[config.mk]
export PLATFORM = sky130hd
export DESIGN_NAME = ascon_round_engine
export DESIGN_NICKNAME = d
export VERILOG_FILES = /design/src/rtl/ascon_round_engine.sv
export SDC_FILE = /design/constraint.sdc
export NUM_CORES = 2
export LEC_CHECK = 0
export ABC_AREA = 1
export ABC_CLOCK_PERIOD_IN_PS = 7700
export CORE_MARGIN = 4
export CORE_UTILIZATION = 55
export CTS_CLUSTER_DIAMETER = 40
export CTS_CLUSTER_SIZE = 10
export DETAILED_ROUTE_END_ITERATION = 8
export PLACE_DENSITY = 0.84
export SYNTH_ARGS = -nofsm -noshare
export SYNTH_HDL_FRONTEND = slang
export SYNTH_SLANG_ARGS = --single-unit
[constraint.sdc]
create_clock -name clk -period 7.7 [get_ports clk]
set_clock_uncertainty 0.15 [all_clocks]
set_input_delay 1.54 -clock clk [delete_from_list [all_inputs] [get_ports clk]]
set_output_delay 1.54 -clock clk [all_outputs]
set_load 0.05 [all_outputs]
[src/rtl/ascon_round_engine.sv]
// Iterative Ascon permutation: one full round (constant, S-box, linear layer) per clock.
// Also holds the round-constant stage, which is driven by ctr and rounds.
module ascon_round_engine #(
    parameter int W_CTR      = 5,
    parameter int MAX_ROUNDS = 12
) (
    input  logic               clk,
    input  logic               rst_n,
    input  logic               start,
    input  logic [W_CTR-1:0]   rounds_in,
    input  logic [319:0]       state_in,
    output logic               ready,
    output logic               busy,
    output logic               done,
    output logic [W_CTR-1:0]   ctr,
    output logic [W_CTR-1:0]   rounds,
    output logic [319:0]       state_out
);

    typedef enum logic [1:0] {IDLE, RUN, DONE} fsm_t;

    fsm_t         fsm;
    logic [319:0] perm_state;
    logic [319:0] round_out;
    logic         rounds_ok;
    logic [7:0]   rc_base;
    logic [7:0]   rc_step;
    logic [7:0]   rc;

    logic [63:0] x0, x1, x2, x3, x4;
    logic [63:0] a0, a1, a2, a3, a4;
    logic [63:0] t0, t1, t2, t3, t4;
    logic [63:0] b0, b1, b2, b3, b4;
    logic [63:0] s0, s1, s2, s3, s4;
    logic [63:0] l0, l1, l2, l3, l4;

    function automatic logic [63:0] rotr(input logic [63:0] x, input int unsigned n);
        return (x >> n) | (x << (64 - n));
    endfunction

    assign rounds_ok = (rounds_in == W_CTR'(6)) || (rounds_in == W_CTR'(8)) ||
                       (rounds_in == W_CTR'(MAX_ROUNDS));

    // Round constant: a per-round-count base, stepping down by 0x0f each round.
    always_comb begin
        rc_base = 8'hF0;
        case (rounds)
            W_CTR'(6): rc_base = 8'h96;
            W_CTR'(8): rc_base = 8'hB4;
            default:   rc_base = 8'hF0;
        endcase
        rc_step = 8'(ctr) - 8'd1;
        rc      = rc_base - rc_step * 8'd15;
    end

    always_comb begin
        x0 = perm_state[319:256];
        x1 = perm_state[255:192];
        x2 = perm_state[191:128] ^ {56'd0, rc};
        x3 = perm_state[127:64];
        x4 = perm_state[63:0];

        // Bit-sliced S-box across all 64 columns.
        a0 = x0 ^ x4;
        a1 = x1;
        a2 = x2 ^ x1;
        a3 = x3;
        a4 = x4 ^ x3;
        t0 = ~a0 & a1;
        t1 = ~a1 & a2;
        t2 = ~a2 & a3;
        t3 = ~a3 & a4;
        t4 = ~a4 & a0;
        b0 = a0 ^ t1;
        b1 = a1 ^ t2;
        b2 = a2 ^ t3;
        b3 = a3 ^ t4;
        b4 = a4 ^ t0;
        s0 = b0 ^ b4;
        s1 = b1 ^ b0;
        s2 = ~b2;
        s3 = b3 ^ b2;
        s4 = b4;

        l0 = s0 ^ rotr(s0, 19) ^ rotr(s0, 28);
        l1 = s1 ^ rotr(s1, 61) ^ rotr(s1, 39);
        l2 = s2 ^ rotr(s2, 1)  ^ rotr(s2, 6);
        l3 = s3 ^ rotr(s3, 10) ^ rotr(s3, 17);
        l4 = s4 ^ rotr(s4, 7)  ^ rotr(s4, 41);

        round_out = {l0, l1, l2, l3, l4};
    end

    // Control FSM; state_out is captured on entry to DONE, done follows one cycle later.
    always_ff @(posedge clk or negedge rst_n) begin
        if (!rst_n) begin
            fsm        <= IDLE;
            perm_state <= '0;
            ctr        <= '0;
            rounds     <= '0;
            ready      <= 1'b1;
            busy       <= 1'b0;
            done       <= 1'b0;
            state_out  <= '0;
        end else begin
            done <= 1'b0;
            case (fsm)
                IDLE: begin
                    if (start) begin
                        perm_state <= state_in;
                        rounds     <= rounds_in;
                        ctr        <= W_CTR'(1);
                        ready      <= 1'b0;
                        if (rounds_ok) begin
                            fsm  <= RUN;
                            busy <= 1'b1;
                        end else begin
                            fsm       <= DONE;
                            state_out <= state_in;
                        end
                    end
                end
                RUN: begin
                    perm_state <= round_out;
                    if (ctr == rounds) begin
                        fsm       <= DONE;
                        busy      <= 1'b0;
                        state_out <= round_out;
                    end else begin
                        ctr <= ctr + W_CTR'(1);
                    end
                end
                DONE: begin
                    done  <= 1'b1;
                    ready <= 1'b1;
                    fsm   <= IDLE;
                end
                default: fsm <= IDLE;
            endcase
        end
    end

endmodule
==> metrics.md <==
| Metric | Value |
|---|---|
| DR iter-0 viols | 5105 |
| Std cell rows | 101 |
| Root Driver | clkbuf_16 |
| Synthesized-area fraction occupied by adder cells | 4.53% |
| Synth Flop Type | dfrtp_1 |
| Setup TNS | 0 ns |
| Max_slew headroom | 3.61% |
| Core area | 75900 sq um |
| Hold crit path type | register to register |
| Ports | 661 |
| Synthesized Nets | 5480 |
| Clk Latency, worst-skew pair | 0.68 ns |
| First-pass GRT wire length | 269 mm |
| HPWL after DPL | 149 mm |
| PortBufs | 660 |
| First-pass DRT Iterations | 6 |
| Max_cap viols | 0 |
| Tot GR Track Use | 45.8% |
| Synth Warn # | 0 |
| Worst setup SP type | register |
| Minimum clock period | 6.65 ns |
| H-tree levels | 3 |
| Compound-cell area share of the yosys netlist | 11.7% |
| Die area | 81100 sq um |
| Final Slew Violations | 0 |
| Clock buffer count from CTS | 106 |
| Slew @ Worst Pin | 1.43 ns |
| Setup CP Type | register to register |
| Final Hold Vio Count | 0 |
| Clk slew on worst S/H paths | 0.06 ns |
| Die Y | 285 microns |
| Post-synthesis sequential area ratio | 38.9% |
| Vias in the first global route | 38700 |
| Via count | 39600 |
| Synth Area in XOR/XNOR | 24.2% |
| Synth Area in Simple Gates | 15.4% |
| Antenna viol nets, final | 0 |
| Detailed Route WL | 190 mm |
| Post-synth EDFFs | 0 |
| Syn-to-layout area delta | 25.7% |
| Synth area leaders | dfrtp_1 (39%), nand2_1 (13%), xnor2_1 (11%) |
| Syn Area/Cell | 8.42 sq um |
| Vias/cell | 5.89 |
| Pin count of the biggest net entering global routing | 228 |
| Fin nets | 6085 |
| Die W | 285 microns |
| Starting Density | 55.4% |
| Top cell type by total area after synthesis | dfrtp_1 |
| Post-route clock period utilization | 86.4% |
| FILL cells | 5780 |
| Largest family of logic cells by synthesized area | XOR/XNOR gates |
| Critical path peak fanout | 11 |
| CTS tree | built |
| Reg2reg setup slack | 1.05 ns |
| Layout cells sized above 1 | 6.82% |
| Share of the synthesized area in the top cell type | 38.9% |
| Max frequency | 150 MHz |
| Count of cell types in the netlist | 38 |
| Final Setup Violations | 0 |
| Hold-fix buffer count after cts | 0 |
| Drt wl/cell | 28.3 microns |
| Outcome | finished clean |
| Setup repair bufs after CTS | 0 |
| WP data arrival | 7.02 ns |
| Initial antenna violation count | 11 |
| Post-synthesis cell count | 5003 |
| CTS Buffer Depth | 3 |
| # resized after CTS | 0 |
| Mux contribution to synthesized area | 0% |
| GP Congestion | 1.09 |
| CP Data Required Time | 8.06 ns |
| Asr flop ratio synth | 100% |
| Flops & latches, synth | 655 |
| Critical Path End Type | register |
| RSZ-0062 raised after global routing | no |
| Post-route DRC | 0 |
| Clock Sinks | 655 |
| Synth Cell Area | 42100 sq um |
| Grt ovf | 0 |
## layout by cell type, fill, tap and decap left out, drive strengths merged
| master | instances |
|---|---|
| nand4 | 2 |
| o2111ai | 1 |
| buf | 50 |
| o22ai | 1 |
| o41ai | 1 |
| xnor2 | 609 |
| nor2b | 1 |
| nor2 | 99 |
| clkdlybuf4s50 | 659 |
| or2 | 10 |
| nand3b | 8 |
| o211ai | 3 |
| a211oi | 2 |
| a2111oi | 1 |
| clkinv | 24 |
| ha | 143 |
| nand3 | 75 |
| dfrtp | 654 |
| bufinv | 8 |
| a21oi | 37 |
| nand2 | 1481 |
| fa | 6 |
| clkinvlp | 13 |
| clkbuf | 128 |
| xor2 | 451 |
| o21ai | 910 |
| dfstp | 1 |
| diode | 5 |
| inv | 306 |
| nor3 | 1 |
## flip-flops by register name, indices dropped and copies added (netlist names)
| signal | count |
|---|---|
| busy | 1 |
| ctr | 5 |
| done | 1 |
| fsm | 2 |
| perm_state | 320 |
| ready | 1 |
| rounds | 5 |
| state_out | 320 |
## cells in the mapped netlist (3+ instances only)
cell type,count
xnor2_4,6
nand2_1,1478
nor2_2,4
xnor2_1,509
ha_1,143
nand2_2,3
clkbuf_1,135
nand3b_1,8
xnor2_2,94
inv_1,291
buf_6,40
a21oi_1,37
fa_1,6
dfrtp_1,654
or2_2,10
o21ai_2,32
nor2_1,95
o21ai_1,232
o21ai_0,646
nand3_1,75
xor2_1,441
buf_1,20
buf_2,16
xor2_2,10
o211ai_1,3
## routing by layer
| metal | GRT usage [%] | part of all wire, % | vias up | wire length (microns) |
|---|---|---|---|---|
| met5 | 0 | 0.016 | - | 30 |
| met2 | 70.3 | 44 | 2762 | 83000 |
| met1 | 58.5 | 37 | 19000 | 71000 |
| met3 | 10.8 | 11 | 660 | 20300 |
| li1 | - | - | 17100 | - |
| met4 | 29.4 | 8.2 | 4 | 15600 |
## through the flow
step / area, sq um / cells / setup WS [ns] / hold WS [ns] / util (%)
after global routing: 52900 / 6720 / 0.586 / 0.348 / 69.7
after detailed placement: 49400 / 6530 / 1.15 / 0.314 / 65.1
after CTS: 52900 / 6715 / 1.07 / 0.328 / 69.7
after floorplan: 42100 / 5003 / 1.89 / 0.303 / -
final: 52900 / 6720 / 1.05 / 0.328 / 69.7
after global placement: 49400 / 6530 / 1.25 / 0.313 / 65.1
## worst paths after layout
path | start | to | cells after the start
worst max-delay path | ctr[0]$_DFFE_PN0P_ | perm_state[125]$_DFFE_PN0P_ | 23
worst min-delay path | state_out[166]$_DFFE_PN0P_ | state_out[166]$_DFFE_PN0P_ | 2
worst min register to register | state_out[166]$_DFFE_PN0P_ | state_out[166]$_DFFE_PN0P_ | 2
worst max register to register | ctr[0]$_DFFE_PN0P_ | perm_state[125]$_DFFE_PN0P_ | 23
min in group asynchronous | rst_n | state_out[77]$_DFFE_PN0P_ | 1
max in group asynchronous | rst_n | state_out[95]$_DFFE_PN0P_ | 2
## worst max-delay path: stages (launching register included)
cell,delay [ns]
dfrtp_1,0.64
inv_4,0.11
ha_1,0.27
xnor2_1,0.42
fa_1,0.55
xor2_1,0.19
ha_1,0.25
fa_1,0.55
inv_1,0.04
ha_1,0.32
a21oi_1,0.33
nor2_1,0.08
a211oi_1,0.26
nand2_1,0.09
nand2_1,0.09
nand2_1,0.12
ha_1,0.31
xor2_1,0.52
xor2_1,0.52
xnor2_1,0.17
xnor2_1,0.20
nand2_1,0.08
o21ai_0,0.14
o21ai_0,0.12
## area by class of cell
| class | count | area (sq um) | area share, % |
|---|---|---|---|
| well taps | 1030 | 1290 | 2.43 |
| multi-input cells | 3842 | 23500 | 44.4 |
| diodes | 5 | 12.5 | 0.0236 |
| clock inverters | 57 | 698 | 1.32 |
| inverters | 294 | 1110 | 2.10 |
| clock buffers | 128 | 2820 | 5.32 |
| repair buffers | 709 | 7090 | 13.4 |
| flip-flops and latches | 655 | 16400 | 31.0 |
## cells by family (layout without fill, tap and decap cells)
logic type                 Yosys count  after routing
and+or+nand+nor                   1677           1677
xor gates and xnor gates          1060           1060
AOI/OAI and AO/OA                  956            956
DFF                                655            655
buffers and inverters              506           1188
adders and majority gates          149            149
other                                0              5
Power is not shown: default switching activity piles up to over one toggle a cycle in this logic, so the estimate is an artifact.
